**config.mk**
```make
export PLATFORM = sky130hd
export DESIGN_NAME = btn_press_classifier
export DESIGN_NICKNAME = d
export VERILOG_FILES = /design/src/rtl/btn_press_classifier.sv
export SDC_FILE = /design/constraint.sdc
export NUM_CORES = 1
export LEC_CHECK = 0
export ABC_AREA = 1
export CAP_MARGIN = 15
export CORE_MARGIN = 4
export CORE_UTILIZATION = 63
export DETAILED_ROUTE_END_ITERATION = 7
export GPL_ROUTABILITY_DRIVEN = 0
export PLACE_DENSITY = 0.84
export SLEW_MARGIN = 30
export SYNTH_ARGS = -nofsm -noshare
export SYNTH_HDL_FRONTEND = slang
export SYNTH_SLANG_ARGS = --single-unit
export TNS_END_PERCENT = 10
```
**constraint.sdc**
```tcl
create_clock -name clk -period 4.4 [get_ports clk]
set_input_delay 1.1 -clock clk [delete_from_list [all_inputs] [get_ports clk]]
set_output_delay 1.1 -clock clk [all_outputs]
set_load 0.05 [all_outputs]
```
**src/rtl/btn_press_classifier.sv**
```systemverilog
// Turns a debounced switch level into press/release ticks, gesture pulses
// (short, long, double) and a running press count.
module btn_press_classifier #(
  parameter int unsigned LONG_CYC    = 1_000_000,
  parameter int unsigned DBL_GAP_CYC = 250_000,
  parameter int unsigned CNT_W       = 8
) (
  input  logic             clk,
  input  logic             rst,
  input  logic             db_in,
  output logic             press_tick,
  output logic             release_tick,
  output logic             short_press,
  output logic             long_press,
  output logic             double_press,
  output logic             long_active,
  output logic [CNT_W-1:0] press_cnt
);

  localparam int unsigned HOLD_W = $clog2(LONG_CYC + 1);
  localparam int unsigned GAP_W  = $clog2(DBL_GAP_CYC + 1);

  // Terminal values: the *_LAST constants mark the sample before the deciding one
  localparam logic [HOLD_W-1:0] HOLD_ONE  = HOLD_W'(1);
  localparam logic [HOLD_W-1:0] HOLD_LAST = HOLD_W'(LONG_CYC - 1);
  localparam logic [HOLD_W-1:0] HOLD_MAX  = HOLD_W'(LONG_CYC);
  localparam logic [GAP_W-1:0]  GAP_ONE   = GAP_W'(1);
  localparam logic [GAP_W-1:0]  GAP_LAST  = GAP_W'(DBL_GAP_CYC - 1);
  localparam logic [GAP_W-1:0]  GAP_MAX   = GAP_W'(DBL_GAP_CYC);

  typedef enum logic [2:0] {
    S_IDLE      = 3'd0,
    S_PRESSED   = 3'd1,
    S_LONG_HELD = 3'd2,
    S_WAIT_2ND  = 3'd3,
    S_PRESSED_2 = 3'd4
  } state_t;

  state_t            state;
  state_t            state_nxt;
  logic              db_q;
  logic [HOLD_W-1:0] hold_cnt;
  logic [HOLD_W-1:0] hold_nxt;
  logic [GAP_W-1:0]  gap_cnt;
  logic [GAP_W-1:0]  gap_nxt;

  logic rise;
  logic fall;
  logic short_c;
  logic long_c;
  logic double_c;
  logic long_active_c;

  assign rise = db_in & ~db_q;
  assign fall = ~db_in & db_q;

  // State, sampled level and gesture counters
  always_ff @(posedge clk) begin
    if (rst) begin
      state    <= S_IDLE;
      db_q     <= 1'b0;
      hold_cnt <= '0;
      gap_cnt  <= '0;
    end else begin
      state    <= state_nxt;
      db_q     <= db_in;
      hold_cnt <= hold_nxt;
      gap_cnt  <= gap_nxt;
    end
  end

  // Next-state and counter update; counters saturate at their terminal value
  always_comb begin
    state_nxt = state;
    hold_nxt  = hold_cnt;
    gap_nxt   = gap_cnt;
    case (state)
      S_IDLE: begin
        if (rise) begin
          state_nxt = S_PRESSED;
          hold_nxt  = HOLD_ONE;
        end
      end
      S_PRESSED: begin
        if (fall) begin
          state_nxt = S_WAIT_2ND;
          gap_nxt   = GAP_ONE;
        end else if (db_in) begin
          if (hold_cnt >= HOLD_LAST) begin
            state_nxt = S_LONG_HELD;
            hold_nxt  = HOLD_MAX;
          end else begin
            hold_nxt = hold_cnt + HOLD_ONE;
          end
        end
      end
      S_LONG_HELD: begin
        if (fall) state_nxt = S_IDLE;
      end
      S_WAIT_2ND: begin
        if (rise) begin
          state_nxt = S_PRESSED_2;
        end else if (gap_cnt >= GAP_LAST) begin
          state_nxt = S_IDLE;
          gap_nxt   = GAP_MAX;
        end else begin
          gap_nxt = gap_cnt + GAP_ONE;
        end
      end
      S_PRESSED_2: begin
        if (fall) state_nxt = S_IDLE;
      end
      default: state_nxt = S_IDLE;
    endcase
  end

  // Gesture decisions taken on the current sample
  always_comb begin
    short_c       = 1'b0;
    long_c        = 1'b0;
    double_c      = 1'b0;
    long_active_c = (state_nxt == S_LONG_HELD);
    case (state)
      S_PRESSED:  long_c = db_in & (hold_cnt >= HOLD_LAST);
      S_WAIT_2ND: begin
        double_c = rise;
        short_c  = ~db_in & (gap_cnt >= GAP_LAST);
      end
      default: ;
    endcase
  end

  // Registered outputs, one cycle after the deciding sample
  always_ff @(posedge clk) begin
    if (rst) begin
      press_tick   <= 1'b0;
      release_tick <= 1'b0;
      short_press  <= 1'b0;
      long_press   <= 1'b0;
      double_press <= 1'b0;
      long_active  <= 1'b0;
      press_cnt    <= '0;
    end else begin
      press_tick   <= rise;
      release_tick <= fall;
      short_press  <= short_c;
      long_press   <= long_c;
      double_press <= double_c;
      long_active  <= long_active_c;
      press_cnt    <= press_cnt + CNT_W'(rise);
    end
  end

endmodule

```
==> summary.md, run 1 <==
| Metric | Value |
|---|---|
| Status | `completed` |
| CTS Buf Count | `5` |
| HPWL after DPL | `4950 um` |
| Longest Clk Path Bufs | `2` |
| EDFF count, synth | `0` |
| Slowest cell on the critical path | `clkdlybuf4s50_1` |
| Final ANT Viol Nets | `0` |
| Setup tns final | `0 ns` |
| Crit path capture type | `output pin` |
| Mean area per synthesized cell | `around 6.7 um^2` |
| Largest net degree at the start of global routing | `17` |
| Die Area | `approximately 6000 um^2` |
| Diode count | `0` |
| Leakage | `0.00131 uW` |
| Finished Cell Area | `3350 um^2` |
| WL final | `6500 um` |
| Syn_nets | `about 460` |
| Hold Crit Start | `hold_cnt[19]$_SDFFE_PP0P_` |
| Final worst path period share | `59.8%` |
| Sequential fraction of the synthesis area | `approximately 37%` |
| Final clock skew | `0.0149 ns` |
| Unique masters post-synth | `33` |
| Number of I/O pins | `17` |
| Hold_ws | `0.495 ns` |
| Synthesized cell area | `3050 um^2` |
| Area after DPL | `3250 um^2` |
| Die W | `between 70 and 80 um` |
| Rel. slew slack | `66.5%` |
| Via count | `~2900` |
| GR Util All Layers | `22.6%` |
| Vert. Die Dim | `just under 80 um` |
| Worst Setup Start Kind | `register` |
| Top cells by area, synth | `dfxtp_1 37%, nand2_1 13%, nor2_1 8.5%` |
| Critical Path RT | `3.30 ns` |
| Initial cell density of the core | `64.9%` |
| CP bufs+invs | `1` |
| Vias/cell | `5.56` |
| Max VDD drop | `0.229 mV` |
| Post_cts resized | `0` |
| Min Tclk post-route | `2.63 ns` |
| Vias in the first global route | `2676` |
| Routed WL per cell | `12.3 um` |
| Area grow syn2layout | `9.86%` |
| Global-route wire length before repair | `11400 um` |
| GRT Residual Overflow | `0` |
| CTS Hold Bufs | `0` |
| WHS Path Cells | `2` |
| Post-synth top cells | `109 x nand2_1, 69 x nor2_1, 56 x dfxtp_1, 56 x inv_1, 32 x nand3_1` |
| Initial antenna violation count | `0` |
| CTS Root Cell | `clkbuf_8` |
| Endpoints failing setup | `0` |
| Worst path cell trace | `clkdlybuf4s50_1` |
| Nets@finish | `482` |
| FF-to-FF Start | `hold_cnt[0]$_SDFFE_PP0P_` |
| Worst Hold Path EP | `hold_cnt[19]$_SDFFE_PP0P_` |
| Post-route DRC violation count | `0` |
| Worst path top cell family by delay | `buffers and inverters` |
| RSZ-0062 raised after global routing | `no` |
| Fmax | `between 0.3 and 0.4 GHz` |
| Max Slew Vio Count | `0` |
| Clock latency on the worst-skew pair | `0.31 ns` |
| Floorplan core area | `roughly 4700 um^2` |
| Critical R2R Capture | `hold_cnt[11]$_SDFFE_PP0P_` |
| R2R Setup Slk | `2.51 ns` |
| Slowest cell delay on critical path | `0.83 ns` |
| Top cell type's share of synthesized area | `36.8%` |
| Post-CTS Setup Bufs | `0` |
| 1st-pass router iterations | `6` |
| Crit path DAT | `1.53 ns` |
| Final hold violations | `0` |
| I/O Buffers | `16` |
| DR iter-0 viols | `182` |
| Worst Hold Class | `reg2reg` |
| Worst-Margin Slew | `approximately 0.50 ns` |
| Yosys warnings | `0` |
| Cell Pwr Density | `approximately 260 nW/um^2` |
| CP Max Fanout | `5` |
| Share of layout cells above drive strength 1 | `8.82%` |
| Post-synth ARST share | `0%` |
| CP Class | `reg2out` |
| Synth Flop Type | `dfxtp_1` |
| Syn Inst Count | `457` |
| Clock transition at path regs | `0.10 ns` |
| CTS tree | `yes` |
| CTS H-tree lvls | `2` |
| Biggest area consumer among synthesized cells | `dfxtp_1` |
| Max cap viols | `0` |
| Most common cell in the netlist | `nand2_1` |
| #FFs+latches synth | `56` |
| Row cnt | `25` |
| R2R depth | `10` |
| Clock sinks | `56` |
==> state kept, by name (all words and copies together) (netlist names) <==
| signal | count |
|---|---|
| db_q | 1 |
| double_press | 1 |
| gap_cnt | 18 |
| hold_cnt | 20 |
| long_active | 1 |
| long_press | 1 |
| press_cnt | 8 |
| press_tick | 1 |
| release_tick | 1 |
| short_press | 1 |
| state | 3 |
==> kinds of logic after synthesis <==
family | synth area share (%)
AND/OR/NAND/NOR | 39.9
AO/OA/AOI/OAI | 8.71
adder cells (fa/ha/maj) | 1.64
flip-flops | 36.8
buffers and inverters | 8.59
XOR/XNOR | 4.31
==> layout by cell type, fill, tap and decap left out, types with 2 or more instances in the layout <==
cell,count
clkdlybuf4s50_1,16
nor3_1,9
a31oi_1,2
nand2_1,109
o22ai_1,2
inv_1,56
nand3b_1,3
nand4_1,12
nor3_2,3
a21oi_1,18
ha_1,4
xnor2_1,2
clkbuf_8,6
nor2_2,5
nand2_2,11
o21ai_1,3
nor2_4,5
dfxtp_1,56
nand3_1,32
nor2_1,69
xor2_1,13
inv_2,6
nand3_2,2
o21ai_0,22
==> routing by layer <==
metal | vias to the layer above | part of all wire, % | global-route usage, % | routed length (um)
met5 | - | 0 | 0 | 0
met4 | 0 | 2.2 | 8.54 | 140
met3 | 16 | 5.6 | 3.48 | 367
met2 | 98 | 47 | 39.2 | 3080
met1 | 1341 | 45 | 28.3 | 2910
li1 | 1494 | - | - | -
==> worst max path at each step <==
stage                                        from                      end  slack [ns]  depth (start not counted)
after floorplan                             db_in  press_cnt[6]$_SDFF_PP0_        2.10                         11
after global placement                      db_in  press_cnt[6]$_SDFF_PP0_        1.49                         12
after detailed placement                    db_in  press_cnt[6]$_SDFF_PP0_        1.44                         12
after CTS                 press_cnt[5]$_SDFF_PP0_             press_cnt[5]        1.76                          1
after global routing                        db_in  press_cnt[6]$_SDFF_PP0_        1.55                         12
final                     press_cnt[5]$_SDFF_PP0_             press_cnt[5]        1.77                          1
==> power breakdown <==
part / leakage, uW / internal [uW] / switching, uW
logic: 0.000811 / 19.1 / 48.7
clock network: 0.0000445 / 128 / 157
registers: 0.000452 / 512 / 5.12
total: 0.00131 / 660 / 211
==> area by class of cell <==
cell class | instances | area [um^2]
Fill cell | 389 | 1350
Clock inverter | 1 | 7.51
Sequential cell | 56 | 1120
Timing Repair Buffer | 17 | 168
Inverter | 62 | 233
Clock buffer | 7 | 86.3
Multi-Input combinational cell | 333 | 1660
Tap cell | 54 | 67.6
==> stage by stage <==
stage | power, uW | utilization [%] | instances | worst slack [ns]
2_1_floorplan | 578 | - | 457 | 2.10
3_3_place_gp | 595 | 69.3 | 522 | 1.49
3_5_place_dp | 596 | 69.3 | 522 | 1.44
4_1_cts | 881 | 71.3 | 530 | 1.76
5_1_grt | 905 | 71.3 | 530 | 1.55
6_report | 870 | 71.3 | 530 | 1.77
Power figures use the tool's default switching activity.
==> run 2, diff against run 1 <==
CORE_UTILIZATION = 59   (was 63)
PLACE_DENSITY = 0.8   (was 0.84)
clock period = 2.6 ns   (was 4.4 ns; I/O delays follow)
==> summary.md, run 2 (synthesis results as in run 1) <==
| Metric | Value |
|---|---|
| Post-route DRC violation count | `0 (unchanged)` |
| Max FFs per register | `20 (unchanged)` |
| Worst-Margin Slew | `0.507 ns (+0.00492 ns)` |
| Worst Setup Start Kind | `register` |
| Slowest cell on the critical path | `clkdlybuf4s50_1` |
| Fillers | `426 (+9.5%)` |
| RSZ-0062 raised after global routing | `no` |
| Status | `completed` |
| Worst Hold Class | `reg2reg` |
| Top reg by flops | `hold_cnt` |
| Most common cell after layout, fill and taps aside | `nand2_1` |
| Vert. Die Dim | `79.8 um (+3.0%)` |
| Vias in the first global route | `2625 (-1.9%)` |
| Nets@finish | `484 (+0.41%)` |
| Worst path top cell family by delay | `buffers and inverters` |
| Clock latency on the worst-skew pair | `0.32 ns (about the same)` |
| Longest Clk Path Bufs | `2 (unchanged)` |
| Finished Cell Area | `3380 um^2 (+1.0%)` |
| Area grow syn2layout | `11.0%` |
| CTS Buf Count | `5 (unchanged)` |
| Global-route wire length before repair | `11600 um (+1.6%)` |
| Die Area | `6380 um^2 (+6.1%)` |
| CP Class | `reg2out` |
| Final worst path period share | `a little under nine tenths` |
| CTS H-tree lvls | `2 (unchanged)` |
| CTS Root Cell | `clkbuf_8` |
| Initial cell density of the core | `62.8% (-2.1 points)` |
| Min Tclk post-route | `2.22 ns` |
| Max VDD drop | `0.376 mV (+64%)` |
| Setup tns final | `0 ns (unchanged)` |
| Initial antenna violation count | `0 (unchanged)` |
| I/O Buffers | `16 (unchanged)` |
| Row cnt | `25 (unchanged)` |
| Max cap viols | `0 (unchanged)` |
| Post-CTS Setup Bufs | `0 (unchanged)` |
| Clock sinks | `56 (unchanged)` |
| GRT Residual Overflow | `0 (unchanged)` |
| Vias/cell | `5.26 (-5.4%)` |
| Fmax | `0.450 GHz` |
| Final hold violations | `0 (unchanged)` |
| Cell Pwr Density | `445 nW/um^2 (+71%)` |
| Crit path capture type | `output pin` |
| Crit path DAT | `1.57 ns (+0.04 ns)` |
| Routed WL per cell | `12.3 um (+0.24%)` |
| Critical Path RT | `1.95 ns (-1.35 ns)` |
| Die W | `79.8 um (+3.0%)` |
| Max Slew Vio Count | `0 (unchanged)` |
| Final ANT Viol Nets | `0 (unchanged)` |
| Area after DPL | `3280 um^2 (+0.96%)` |
| Biggest regs | `hold_cnt x20, gap_cnt x18, press_cnt x8` |
| Clock transition at path regs | `0.11 ns (about the same)` |
| Post_cts resized | `0 (unchanged)` |
| Worst path cell trace | `clkdlybuf4s50_1` |
| Largest net degree at the start of global routing | `20 (+3)` |
| Slowest cell delay on critical path | `0.84 ns (about the same)` |
| Total power | `1500 uW (+73%)` |
| Rel. slew slack | `66.1% (-0.33 points)` |
| Endpoints failing setup | `0 (unchanged)` |
| GR Util All Layers | `22.8% (+0.16 points)` |
| Most frequent cells in the layout | `109 x nand2_1, 69 x nor2_1, 56 x inv_1, 56 x dfxtp_1, 32 x nand3_1` |
| Share of layout cells above drive strength 1 | `9.41% (+0.59 points)` |
| HPWL after DPL | `5070 um (+2.4%)` |
| Diode count | `0 (unchanged)` |
| Final clock skew | `0.00872 ns (-0.00617 ns)` |
| DR iter-0 viols | `176 (-3.3%)` |
| Via count | `2868 (-2.7%)` |
| CP Max Fanout | `5 (unchanged)` |
| WL final | `6700 um (+3.1%)` |
| CP bufs+invs | `1 (unchanged)` |
| 1st-pass router iterations | `4 (-2)` |
| CTS Hold Bufs | `0 (unchanged)` |
| Leakage | `0.00132 uW (+0.91%)` |
| CTS tree | `yes` |
| Floorplan core area | `4850 um^2 (+3.3%)` |
| Number of I/O pins | `17 (unchanged)` |
[run 2: worst paths after layout]
kind	startpoint	end	slack, ns	cells past startpoint
worst max register to register	hold_cnt[0]$_SDFFE_PP0P_	hold_cnt[11]$_SDFFE_PP0P_	0.63	10
worst min register to register	gap_cnt[1]$_SDFFE_PP0P_	gap_cnt[1]$_SDFFE_PP0P_	0.49	2
worst max-delay path	press_cnt[5]$_SDFF_PP0_	press_cnt[5]	0.38	1
worst min-delay path	gap_cnt[1]$_SDFFE_PP0P_	gap_cnt[1]$_SDFFE_PP0P_	0.49	2
[run 2: per-layer routing]
metal | wire length [um] | global-route usage (%) | share of wire [%] | up-vias
met4 | 74 | 7.77 | 1.1 | 0
met3 | 300 | 4.06 | 4.5 | 8
met5 | 0 | 0 | 0 | -
met2 | 3050 | 37.1 | 46 | 45
li1 | - | - | - | 1499
met1 | 3280 | 30.3 | 49 | 1316
[run 2: through the flow]
step                      hold slack (ns)  setup WS [ns]  utilization (%)  std cells
after floorplan                     0.447          0.753                -        457
final                               0.487          0.376             69.7        545
after detailed placement            0.470         0.0886             67.7        537
after global routing                0.516          0.258             69.7        545
after global placement              0.465          0.171             67.7        537
after CTS                           0.487          0.363             69.7        545
[run 2: power breakdown]
part	leakage, uW	switching (uW)	internal, uW	total, uW
sequential	0.000452	8.57	867	876
combinational	0.000822	82.3	34.2	117
clock	0.0000463	312	199	511
[run 2: worst register-to-register path: stages (launching register included)]
cell and delay [ns]:
dfxtp_1 0.42, ha_1 0.29, nand3_1 0.11, nor2_1 0.22
nand3_1 0.13, nand2_2 0.14, nand2_2 0.11, nand2_1 0.08
nand2_1 0.08, nand2_2 0.20, nor2_1 0.08
[run 2: layout make-up]
| type | count | area, um^2 | share of cell area (%) |
|---|---|---|---|
| Multi-Input combinational cell | 333 | 1660 | 49.2 |
| Clock buffer | 5 | 68.8 | 2.04 |
| Inverter | 62 | 233 | 6.89 |
| Tap cell | 67 | 83.8 | 2.48 |
| Timing Repair Buffer | 19 | 183 | 5.41 |
| Sequential cell | 56 | 1120 | 33.2 |
| Clock inverter | 3 | 27.5 | 0.815 |
==> edit 1, RTL diff (flow settings as in run 2) <==
Change the parameter `DBL_GAP_CYC` from 250_000 to 1_000_000.
--- a/src/rtl/btn_press_classifier.sv
+++ b/src/rtl/btn_press_classifier.sv
@@ -2,7 +2,7 @@
 // (short, long, double) and a running press count.
 module btn_press_classifier #(
   parameter int unsigned LONG_CYC    = 1_000_000,
-  parameter int unsigned DBL_GAP_CYC = 250_000,
+  parameter int unsigned DBL_GAP_CYC = 1_000_000,
   parameter int unsigned CNT_W       = 8
 ) (
   input  logic             clk,
Function: same outputs for any inputs over 10 cycles, from zero or initial values and one cycle with rst high; that may be too few to reach the edited logic, so the function may still have changed.
==> edit 1 against run 2 <==
- synthesized cell count up 2.4%
- cell area increased by 5.6%
- sequential cell count up 2
- setup slack gained 0.028 ns
- area after synthesis is 3.8% higher
- worst hold slack improved by 0.0047 ns
- fmax is 1.3% higher
- wire length increased by 7.9%
- power increased by 27%
- clock skew fell by 0.0021 ns
- critical path type unchanged
- largest power group unchanged
==> edit 1: results <==
set metrics [dict create \
    grt_first_pass_wirelength_um 12400 \
    outcome "completed" \
    slack_of_the_worst_reg_to_reg_path_ns 0.58 \
    top_layer "met4" \
    routing_usage_on_met1_pct 27.3 \
    grt_util_all_layers_pct 24.3 \
    clk_pin_slew_ns 0.06 \
    preCtsSetupSlack_ns 0.131 \
    min-delay-start "gap_cnt[18]$_SDFFE_PP0P_" \
    clock-skew-final_ns 0.00662 \
    min_to "gap_cnt[18]$_SDFFE_PP0P_" \
    cts-buffers-inserted 9 \
    drtIter0Drc 177 \
    compound_cell_area_share_of_the_yosys_netlist_pct 9.50 \
    worstRegToRegCells 12 \
    timing_worst_slew_pin_value_ns 0.503 \
    place.detailed.hpwl_um 5160 \
    route.detailed.wl_per_inst_um 12.8 \
    grt_start_max_net_pins 31 \
    synth_seq_area_share_pct 36.7 \
    worstSetupStartpoint "press_cnt[2]$_SDFF_PP0_" \
    layout_top_registers "gap_cnt x20, hold_cnt x20, press_cnt x8" \
    via_count 3028 \
    yosysWarnings 0 \
    wl_met3_um 366 \
    synthesis.nets 475 \
    num-fill-cells 466 \
    nets 497 \
    firstDrtPassIters 5 \
    final_layout_size_suffix_gt1_share_pct 10.1 \
    synth-xor-area-share_pct 4.99 \
    grtUsageMet2_pct 43.9 \
    netlist_top_cells_area "sky130_fd_sc_hd__dfxtp_1 37%, sky130_fd_sc_hd__nand2_1 15%, sky130_fd_sc_hd__nor2_1 9.6%, sky130_fd_sc_hd__inv_1 4.6%, sky130_fd_sc_hd__xor2_1 4.4%" \
    yosys.cell_types.count 34 \
    via_count_of_the_first_global_routing_pass 2830 \
    rr_endpoint "hold_cnt[5]$_SDFFE_PP0P_" \
    worstPathArrival_ns 1.55 \
    route.layer.met1.wl_um 3130 \
    cts-htree-levels 3 \
    p_leak_nw 1.31 \
    met2_wirelength_um 3640 \
    top_cell_types_by_occurrence_after_synthesis "125 x sky130_fd_sc_hd__nand2_1, 81 x sky130_fd_sc_hd__nor2_1, 58 x sky130_fd_sc_hd__dfxtp_1, 39 x sky130_fd_sc_hd__inv_1" \
    min_path_type "reg2reg" \
    synth-adder-area-share_pct 1.58 \
    ir_worst_vdd_mv 0.496 \
    crit_fanout 4 \
    cp_slowest_stage_delay_ns 0.83 \
    met3_usage_pct 6.43 \
]
[edit 1: cell types whose count changed after synthesis, sizes merged, moves of 3 or more]
cell / change
nor2: +9
a21oi: +9
o21ai: -7
nand4: -4
inv: -15
nand3: -4
xor2: +3
nor3: +5
nand2: +11
[edit 1: worst max-delay path by stage]
stage | to | slack (ns)
3_3_place_gp | press_cnt[7]$_SDFF_PP0_ | 0.18
2_1_floorplan | press_cnt[7]$_SDFF_PP0_ | 0.84
4_1_cts | press_cnt[2] | 0.38
5_1_grt | press_cnt[7]$_SDFF_PP0_ | 0.32
3_5_place_dp | press_cnt[7]$_SDFF_PP0_ | 0.13
6_report | press_cnt[2] | 0.40
[edit 1: cell type report]
| cell class | count | area (um^2) | share of cell area [%] |
|---|---|---|---|
| Multi-Input combinational cell | 354 | 1750 | 49.0 |
| Sequential cell | 58 | 1160 | 32.5 |
| Timing Repair Buffer | 19 | 183 | 5.12 |
| Inverter | 48 | 180 | 5.05 |
| Clock buffer | 10 | 128 | 3.58 |
| Tap cell | 70 | 87.6 | 2.45 |
| Clock inverter | 5 | 80.1 | 2.24 |
[edit 1: power breakdown]
group          internal, mW  switching [mW]
combinational        0.0334          0.0852
clock                 0.532           0.353
sequential            0.898         0.00797
[edit 1: stage by stage]
| stage | power, mW | instance area [um^2] | cells | utilization [%] | hold WS, ns |
|---|---|---|---|---|---|
| after global routing | 1.98 | 3570 | 564 | 69.4 | 0.521 |
| after detailed placement | 1.04 | 3360 | 549 | 65.4 | 0.481 |
| after CTS | 1.92 | 3570 | 564 | 69.4 | 0.491 |
| after floorplan | 1.02 | 3160 | 468 | - | 0.453 |
| after global placement | 1.04 | 3360 | 549 | 65.4 | 0.469 |
| final | 1.91 | 3570 | 564 | 69.4 | 0.492 |
==> edit 2, RTL diff (flow settings as in run 2) <==
Without the edit above. Register the input `db_in` before use, without a reset. The logic sees it one clock later.
--- a/src/rtl/btn_press_classifier.sv
+++ b/src/rtl/btn_press_classifier.sv
@@ -36,6 +36,12 @@
     S_PRESSED_2 = 3'd4
   } state_t;
 
+  logic db_r;
+
+  always_ff @(posedge clk) begin
+    db_r <= db_in;
+  end
+
   state_t            state;
   state_t            state_nxt;
   logic              db_q;
@@ -51,8 +57,8 @@
   logic double_c;
   logic long_active_c;
 
-  assign rise = db_in & ~db_q;
-  assign fall = ~db_in & db_q;
+  assign rise = db_r & ~db_q;
+  assign fall = ~db_r & db_q;
 
   // State, sampled level and gesture counters
   always_ff @(posedge clk) begin
@@ -63,7 +69,7 @@
       gap_cnt  <= '0;
     end else begin
       state    <= state_nxt;
-      db_q     <= db_in;
+      db_q     <= db_r;
       hold_cnt <= hold_nxt;
       gap_cnt  <= gap_nxt;
     end
@@ -85,7 +91,7 @@
         if (fall) begin
           state_nxt = S_WAIT_2ND;
           gap_nxt   = GAP_ONE;
-        end else if (db_in) begin
+        end else if (db_r) begin
           if (hold_cnt >= HOLD_LAST) begin
             state_nxt = S_LONG_HELD;
             hold_nxt  = HOLD_MAX;
@@ -121,10 +127,10 @@
     double_c      = 1'b0;
     long_active_c = (state_nxt == S_LONG_HELD);
     case (state)
-      S_PRESSED:  long_c = db_in & (hold_cnt >= HOLD_LAST);
+      S_PRESSED:  long_c = db_r & (hold_cnt >= HOLD_LAST);
       S_WAIT_2ND: begin
         double_c = rise;
-        short_c  = ~db_in & (gap_cnt >= GAP_LAST);
+        short_c  = ~db_r & (gap_cnt >= GAP_LAST);
       end
       default: ;
     endcase
Check against the original RTL: not equivalent (Yosys sat finds a counterexample within 4 cycles, from zero or initial values and one cycle with rst high).
==> edit 2 against run 2 <==
- sequential share of layout area fell by 2.1 points
- first-iteration DRC count grew 49%
- cell area is 8.6% higher
- sequential cell count is 1 higher
- area after synthesis increased by 4.3%
- power up 41%
- global-route usage rose by 2.1 points
- core utilization rose by 1.3 points
- clock skew about the same
- wire length up 8.9%
- setup slack better by 0.026 ns
- count of clock-buffer cells in the layout is 5 higher
==> edit 2: results <==
set metrics [dict create \
    worstSetupStartpoint "press_cnt[6]$_SDFF_PP0_" \
    final_cell_count_no_fill 578 \
    synthesis.area_per_instance_um2 6.60 \
    power.share.switching_pct 21.2 \
    max_slew_margin_pct 66.2 \
    placedInstanceArea_um2 3410 \
    grt_first_pass_wirelength_um 13100 \
    netlist_top_cells_area "sky130_fd_sc_hd__dfxtp_1 36%, sky130_fd_sc_hd__nand2_1 15%, sky130_fd_sc_hd__nor2_1 8.7%, sky130_fd_sc_hd__nand3_1 6.0%, sky130_fd_sc_hd__inv_1 5.6%" \
    yosys.cell_types.count 29 \
    grt_util_all_layers_pct 24.9 \
    via_count_of_the_first_global_routing_pass 2943 \
    cts-htree-levels 3 \
    p_leak_nw 1.44 \
    cts-buffers-inserted 9 \
    crit-reg2reg-launch "gap_cnt[0]$_SDFFE_PP0P_" \
    preCtsSetupSlack_ns 0.682 \
    nets 511 \
    crit_fanout 4 \
    synth_seq_area_share_pct 35.9 \
    clock_latency_late_sink_ns 0.34 \
    num-fill-cells 452 \
    clk_pin_slew_ns 0.07 \
    drtIter0Drc 262 \
    place.detailed.hpwl_um 5200 \
    final_layout_size_suffix_gt1_share_pct 10.8 \
    ir_worst_vdd_mv 0.367 \
    min-delay-start "gap_cnt[16]$_SDFFE_PP0P_" \
    synth-xor-area-share_pct 3.03 \
    worstPathArrival_ns 1.55 \
    route.detailed.wl_per_inst_um 12.6 \
    synth-adder-area-share_pct 1.58 \
    outcome "completed" \
    synthesis.nets 488 \
    compound_cell_area_share_of_the_yosys_netlist_pct 8.31 \
    firstDrtPassIters 5 \
    via_count 3096 \
    clock-skew-final_ns 0.00838 \
]
edit 2: worst paths after layout:
kind                                                  to  slack [ns]  cells past startpoint
worst max-delay path                        press_cnt[6]        0.40                      1
worst min-delay path            gap_cnt[16]$_SDFFE_PP0P_        0.48                      2
worst max register to register  gap_cnt[16]$_SDFFE_PP0P_        0.64                      9
worst min register to register  gap_cnt[16]$_SDFFE_PP0P_        0.48                      2
edit 2: area by class of cell:
cell class                 count  area share (%)
sequential                    57            31.1
tap                           70            2.39
timing repair buffer          18            4.77
clock inverter                 5            3.48
clock buffer                  10            3.75
multi-input combinational    365            49.1
inverter                      53            5.42
edit 2: per-layer routing:
metal  global-route usage, %  vias to the layer above  part of all wire [%]
met5                       0                        -                     0
met3                    4.32                       11                   6.0
met1                    32.1                     1400                    45
li1                        -                     1598                     -
met4                    9.97                        0                   1.5
met2                    41.2                       87                    47
edit 2: cell families after synthesis:
kind of cell               count (synthesis)
buffers and inverters                     59
AOI/OAI and AO/OA                         51
and+or+nand+nor                          299
DFF                                       57
xor gates and xnor gates                  11
adders and majority gates                  4
edit 2: power groups by stage:
stage	logic, mW	clock network [mW]	registers [mW]
after floorplan	0.0682	0	0.928
after global routing	0.130	1.16	0.897
after CTS	0.115	1.12	0.895
final	0.115	1.11	0.896
after global placement	0.113	0	0.914
after detailed placement	0.115	0	0.915
edit 2: worst reg2reg max path, delay by kind of cell (launching register included):
| kind | cells | cell delay (ns) |
|---|---|---|
| AND/OR/NAND/NOR | 7 | 0.96 |
| XOR/XNOR | 1 | 0.15 |
| adder cells (fa/ha/maj) | 1 | 0.30 |
| flip-flops | 1 | 0.44 |
